**src/rtl/int_issue_queue.sv**
```systemverilog
// Integer issue queue: holds dispatched ALU ops, snoops the CDB for missing operands,
// and hands the oldest ready op to the integer execution unit one cycle after a grant.
module int_issue_queue #(
    parameter int DEPTH = 4,
    parameter int XLEN  = 32,
    parameter int TAG_W = 6,
    parameter int OP_W  = 4
) (
    input  logic             clk,
    input  logic             rst,
    input  logic             dispatch_en,
    input  logic [OP_W-1:0]  dispatch_op,
    input  logic [TAG_W-1:0] dispatch_rd_tag,
    input  logic             dispatch_rs1_v,
    input  logic [XLEN-1:0]  dispatch_rs1,
    input  logic             dispatch_rs2_v,
    input  logic [XLEN-1:0]  dispatch_rs2,
    output logic             queue_full,
    input  logic             cdb_valid,
    input  logic [TAG_W-1:0] cdb_tag,
    input  logic [XLEN-1:0]  cdb_data,
    output logic             ready_int,
    input  logic             issue_int,
    output logic             exec_valid,
    output logic [OP_W-1:0]  exec_op,
    output logic [XLEN-1:0]  exec_rs1,
    output logic [XLEN-1:0]  exec_rs2,
    output logic [TAG_W-1:0] exec_rd_tag
);
    localparam int IDX_W = $clog2(DEPTH);
    localparam int CNT_W = IDX_W + 1;

    typedef struct packed {
        logic             valid;
        logic [OP_W-1:0]  op;
        logic [TAG_W-1:0] rd_tag;
        logic             rs1_v;
        logic [XLEN-1:0]  rs1;
        logic             rs2_v;
        logic [XLEN-1:0]  rs2;
    } entry_t;

    entry_t           q      [DEPTH];
    entry_t           woken  [DEPTH];
    entry_t           q_next [DEPTH];
    entry_t           disp;
    logic [DEPTH-1:0] rdy;
    logic [IDX_W-1:0] sel;
    logic [CNT_W-1:0] cnt_after;
    logic             do_issue;
    logic             do_dispatch;

    // Valid entries are always packed at the bottom, so the top slot alone tells fullness.
    assign queue_full  = q[DEPTH-1].valid;
    assign ready_int   = |rdy;
    assign do_issue    = issue_int & ready_int;
    assign do_dispatch = dispatch_en & ~queue_full;

    always_comb begin
        rdy = '0;
        sel = '0;
        for (int i = 0; i < DEPTH; i++) begin
            rdy[i] = q[i].valid & q[i].rs1_v & q[i].rs2_v;
        end
        for (int i = DEPTH - 1; i >= 0; i--) begin
            if (rdy[i]) sel = IDX_W'(i);
        end
    end

    always_comb begin
        for (int i = 0; i < DEPTH; i++) begin
            woken[i] = q[i];
            if (cdb_valid && q[i].valid) begin
                if (!q[i].rs1_v && q[i].rs1[TAG_W-1:0] == cdb_tag) begin
                    woken[i].rs1_v = 1'b1;
                    woken[i].rs1   = cdb_data;
                end
                if (!q[i].rs2_v && q[i].rs2[TAG_W-1:0] == cdb_tag) begin
                    woken[i].rs2_v = 1'b1;
                    woken[i].rs2   = cdb_data;
                end
            end
        end
    end

    // Incoming op can catch a broadcast of its producer in the same cycle.
    always_comb begin
        disp.valid  = 1'b1;
        disp.op     = dispatch_op;
        disp.rd_tag = dispatch_rd_tag;
        disp.rs1_v  = dispatch_rs1_v;
        disp.rs1    = dispatch_rs1;
        disp.rs2_v  = dispatch_rs2_v;
        disp.rs2    = dispatch_rs2;
        if (cdb_valid && !dispatch_rs1_v && dispatch_rs1[TAG_W-1:0] == cdb_tag) begin
            disp.rs1_v = 1'b1;
            disp.rs1   = cdb_data;
        end
        if (cdb_valid && !dispatch_rs2_v && dispatch_rs2[TAG_W-1:0] == cdb_tag) begin
            disp.rs2_v = 1'b1;
            disp.rs2   = cdb_data;
        end
    end

    always_comb begin
        cnt_after = '0;
        for (int i = 0; i < DEPTH - 1; i++) begin
            if (do_issue && i >= int'(sel)) q_next[i] = woken[i+1];
            else                            q_next[i] = woken[i];
        end
        if (do_issue) q_next[DEPTH-1] = '0;
        else          q_next[DEPTH-1] = woken[DEPTH-1];
        for (int i = 0; i < DEPTH; i++) begin
            cnt_after = cnt_after + CNT_W'(q_next[i].valid);
        end
        // Append after compaction so a same-cycle issue and dispatch keep age order.
        for (int i = 0; i < DEPTH; i++) begin
            if (do_dispatch && cnt_after == CNT_W'(i)) q_next[i] = disp;
        end
    end

    always_ff @(posedge clk or posedge rst) begin
        if (rst) begin
            for (int i = 0; i < DEPTH; i++) q[i] <= '0;
            exec_valid  <= 1'b0;
            exec_op     <= '0;
            exec_rs1    <= '0;
            exec_rs2    <= '0;
            exec_rd_tag <= '0;
        end else begin
            for (int i = 0; i < DEPTH; i++) q[i] <= q_next[i];
            exec_valid <= do_issue;
            if (do_issue) begin
                exec_op     <= q[sel].op;
                exec_rs1    <= q[sel].rs1;
                exec_rs2    <= q[sel].rs2;
                exec_rd_tag <= q[sel].rd_tag;
            end
        end
    end
endmodule

```
**config.mk**
```make
export PLATFORM = sky130hd
export DESIGN_NAME = int_issue_queue
export DESIGN_NICKNAME = d
export VERILOG_FILES = /design/src/rtl/int_issue_queue.sv
export SDC_FILE = /design/constraint.sdc
export NUM_CORES = 1
export LEC_CHECK = 0
export ABC_CLOCK_PERIOD_IN_PS = 13000
export CAP_MARGIN = 40
export CORE_MARGIN = 5
export CORE_UTILIZATION = 41
export DETAILED_ROUTE_END_ITERATION = 10
export HOLD_SLACK_MARGIN = 0.03
export PLACE_DENSITY_LB_ADDON = 0.05
export SLEW_MARGIN = 10
export SYNTH_ARGS = -nofsm -noshare
export SYNTH_HDL_FRONTEND = slang
export SYNTH_SLANG_ARGS = --single-unit
```
**constraint.sdc**
```tcl
create_clock -name clk -period 13 [get_ports clk]
set_input_delay 1.95 -clock clk [delete_from_list [all_inputs] [get_ports clk]]
set_output_delay 1.95 -clock clk [all_outputs]
set_load 0.1 [all_outputs]
```
==> results_dict.tcl <==
set metrics [dict create \
    run_status "complete, no violations" \
    die_span_in_x_um 242 \
    flow.area_growth_from_synthesis_pct 24.7 \
    worst-endpoint-arrival_ns 7.05 \
    tritoncts "done" \
    number_of_violations_reported_at_the_end_of_detailed_routing_iteration_0 2656 \
    timing.critical_path.to_type "flip-flop" \
    fin_worst_skew_ns 0.0229 \
    ir_worst_vdd_uv 202 \
    final_cell_count_no_fill 3209 \
    commonest_cells_after_routing_fill_and_taps_aside "sky130_fd_sc_hd__dfrtp_1, sky130_fd_sc_hd__mux2i_1, sky130_fd_sc_hd__o22ai_1" \
    finalCriticalPeriod_ns 6.63 \
    dp.final_hpwl_mm 58.4 \
    route.final.wire_length_mm 96.8 \
    n_antenna_cell 0 \
    floorplan.rows 85 \
    cts.repair_timing.setup_buffer_count 0 \
    resized_after_cts 0 \
    max-slew-margin-rel_pct 36.9 \
    syn_inst 2353 \
    postSynthAreaPerCell_um2 9.42 \
    synth-seq-area-share_pct 43.3 \
    layout.cells.most_common "sky130_fd_sc_hd__dfrtp_1" \
    post_dp_cell_area_mm2 0.0261 \
    dominantRegCellSynth "sky130_fd_sc_hd__dfrtp_1" \
    proportion_of_register_bits_with_asynchronous_set_or_reset_after_synthesis_pct 100 \
    classification_of_the_worst_setup_path "input pin to flip-flop" \
    setup.worst_path.start_class "input pin" \
    report.final.setup_viol 0 \
    synthesis.nets 2475 \
    ctsLongestPathBuffers 3 \
    numPlacedInstances 3126 \
    vias 22200 \
    fin_nets 2600 \
    number_of_flops_mapped_to_enable_cells_by_yosys 0 \
    grt_antenna_before_repair 0 \
    fin_tns_setup_ns 0 \
    port_buffers 195 \
    weighted_congestion_reported_at_the_end_of_routability_driven_placement 0.897 \
    powerDensity_mw_per_mm2 324 \
    yosys.cell_types.count 61 \
    grt_pass1_wl_mm 145 \
    critPathMaxFanout 48 \
    cts.reportedPaths.clkPinSlew_ns 0.06 \
    drt_pre_antenna_iters 6 \
    critical_path_required_ns 13.42 \
    yosys_warnings 0 \
    timing.max_cap.violations 0 \
    fillers 4877 \
    min_period_over_period_pct 51.0 \
    post-route-cell-area_mm2 0.0276 \
    hold_viol 0 \
    hold_path.class "flip-flop to flip-flop" \
    worst_pin_slew_ns 0.947 \
    first_global_vias 22500 \
    overall_overflow_remaining_after_global_route 0 \
    highest_achievable_clock_rate_ghz 0.151 \
    avgRoutedWirePerCell_um 30.2 \
    start_util_pct 41.3 \
    grt_max_degree 110 \
    h-tree-depth 2 \
    die_area_mm2 0.0588 \
    remaining_drc_errors 0 \
    cts.hold.buffers_added 0 \
    vias_per_cell 6.92 \
    rsz0062_at_grt "false" \
    pre_cts_ws_ns 5.91 \
    die_h_um 242 \
    fin_total_pwr_uw 8950 \
    post_route_cells_drive_above_1_share_pct 10.8 \
    post_synthesis_cell_area_mm2 0.0222 \
    finalMaxSlewViolations 0 \
    power.static_leakage_uw 0.0120 \
    boundaryPins 196 \
    yosys_register_bits 383 \
    worstSkewPairLatency_ns 0.59 \
    core_region_area_mm2 0.0537 \
    root_driver "sky130_fd_sc_hd__clkbuf_16" \
    groute.usage.overall_pct 31.7 \
    cts_inserted_buffers 46 \
    ant_nets 0 \
    numClockSinks 383 \
    post_route_worst_setup_slack_ns 6.37 \
]
-- worst paths after layout --
check	slack [ns]	depth (start not counted)	from	endpoint
hold reg to reg	0.49	2	exec_rs2[24]	exec_rs2[24]
setup reg to reg	7.31	13	q[219]	q[33]
min in group asynchronous	1.94	2	rst	exec_rd_tag[0]
hold / removal	0.49	2	exec_rs2[24]	exec_rs2[24]
setup / recovery	6.37	12	issue_int	q[33]
max in group asynchronous	9.03	6	rst	exec_rs2[17]
-- synth_stat cells, types with 2 or more instances --
cell                         n  area [µm²]
sky130_fd_sc_hd__a211o_1     2        17.5
sky130_fd_sc_hd__a211oi_1  144        1080
sky130_fd_sc_hd__a21oi_1   197         986
sky130_fd_sc_hd__a221oi_1    6        52.6
sky130_fd_sc_hd__a311o_1    29         290
sky130_fd_sc_hd__a31o_2      5        43.8
sky130_fd_sc_hd__a31oi_1    22         138
sky130_fd_sc_hd__and3_1      7        43.8
sky130_fd_sc_hd__and4_1      2        17.5
sky130_fd_sc_hd__buf_1      15        56.3
sky130_fd_sc_hd__buf_2      51         255
sky130_fd_sc_hd__buf_4       2        15.0
sky130_fd_sc_hd__buf_6       4        45.0
sky130_fd_sc_hd__clkbuf_1  206         773
sky130_fd_sc_hd__dfrtp_1   383        9580
sky130_fd_sc_hd__ha_1        2        25.0
sky130_fd_sc_hd__inv_1      42         158
sky130_fd_sc_hd__mux2_2      2        22.5
sky130_fd_sc_hd__mux2i_1   228        2280
sky130_fd_sc_hd__nand2_1   165         619
sky130_fd_sc_hd__nand2b_1    5        31.3
sky130_fd_sc_hd__nand3_1    30         150
sky130_fd_sc_hd__nand4_1    10        62.6
sky130_fd_sc_hd__nor2_1     39         146
sky130_fd_sc_hd__nor2b_1     2        12.5
sky130_fd_sc_hd__nor3_1    170         851
sky130_fd_sc_hd__nor3_4      2        32.5
sky130_fd_sc_hd__nor4_1     38         238
sky130_fd_sc_hd__nor4b_1     2        17.5
sky130_fd_sc_hd__o211ai_1    6        45.0
sky130_fd_sc_hd__o21ai_0    18        90.1
sky130_fd_sc_hd__o21ai_1     4        20.0
sky130_fd_sc_hd__o221ai_1  168        1470
sky130_fd_sc_hd__o22ai_1   227        1420
sky130_fd_sc_hd__o31a_1     28         245
sky130_fd_sc_hd__o31ai_1     2        15.0
sky130_fd_sc_hd__or2_2       2        12.5
sky130_fd_sc_hd__or3_1       2        12.5
sky130_fd_sc_hd__or4_1       3        22.5
sky130_fd_sc_hd__or4_4       2        22.5
sky130_fd_sc_hd__xnor2_1    20         175
sky130_fd_sc_hd__xor2_1     40         350
-- per-layer routing --
metal	up-vias	GRT usage, %	routed length [µm]
met4	0	13.4	4460
met3	261	5.81	9010
li1	9435	-	-
met2	1418	49.6	43200
met5	-	0	0
met1	11100	43.5	40100
-- metrics by stage --
stage               utilization [%]  hold WS [ns]
global route                   51.5         0.514
floorplan                         -         0.466
CTS                            51.5         0.493
detailed placement             48.7         0.475
global placement               45.4         0.472
finish                         51.5         0.487
-- flip-flops by register name, indices dropped and copies added (netlist names) --
signal and flops:
q 307, exec_rs2 32, exec_rs1 32, exec_op 4, queue_full 1, exec_valid 1, exec_rd_tag 6
-- kinds of logic after synthesis --
kind of cell,synth area share (%)
buffers and inverters,5.88
adders and majority gates,0.203
DFF,43.3
AOI/OAI and AO/OA,27.3
and+or+nand+nor,10.6
muxes,10.4
xor gates and xnor gates,2.37
-- worst max-delay path, stage by stage --
cell and delay, ns:
sky130_fd_sc_hd__clkdlybuf4s50_1 0.71, sky130_fd_sc_hd__a21boi_1 0.26, sky130_fd_sc_hd__nand2_1 0.07, sky130_fd_sc_hd__nand2_1 0.11
sky130_fd_sc_hd__fa_1 0.44, sky130_fd_sc_hd__ha_1 0.20, sky130_fd_sc_hd__ha_1 0.22, sky130_fd_sc_hd__nor3b_1 0.62
sky130_fd_sc_hd__nand3_4 0.63, sky130_fd_sc_hd__nand2_2 0.75, sky130_fd_sc_hd__buf_4 0.77, sky130_fd_sc_hd__o22ai_1 0.21
-- where the power goes --
group / internal (µW) / switching, µW
Sequential: 1810 / 466
Combinational: 1960 / 3410
Clock: 754 / 552
Total: 4520 / 4430
-- final cells by class --
| class | count | area [µm²] | area share, % |
|---|---|---|---|
| Timing Repair Buffer | 355 | 4120 | 14.9 |
| Sequential cell | 383 | 9580 | 34.7 |
| Clock buffer | 64 | 1330 | 4.81 |
| Tap cell | 696 | 871 | 3.15 |
| Inverter | 42 | 165 | 0.598 |
| Clock inverter | 19 | 168 | 0.607 |
| Multi-Input combinational cell | 1650 | 11400 | 41.3 |
No activity file was read; power rests on OpenSTA's default activity.
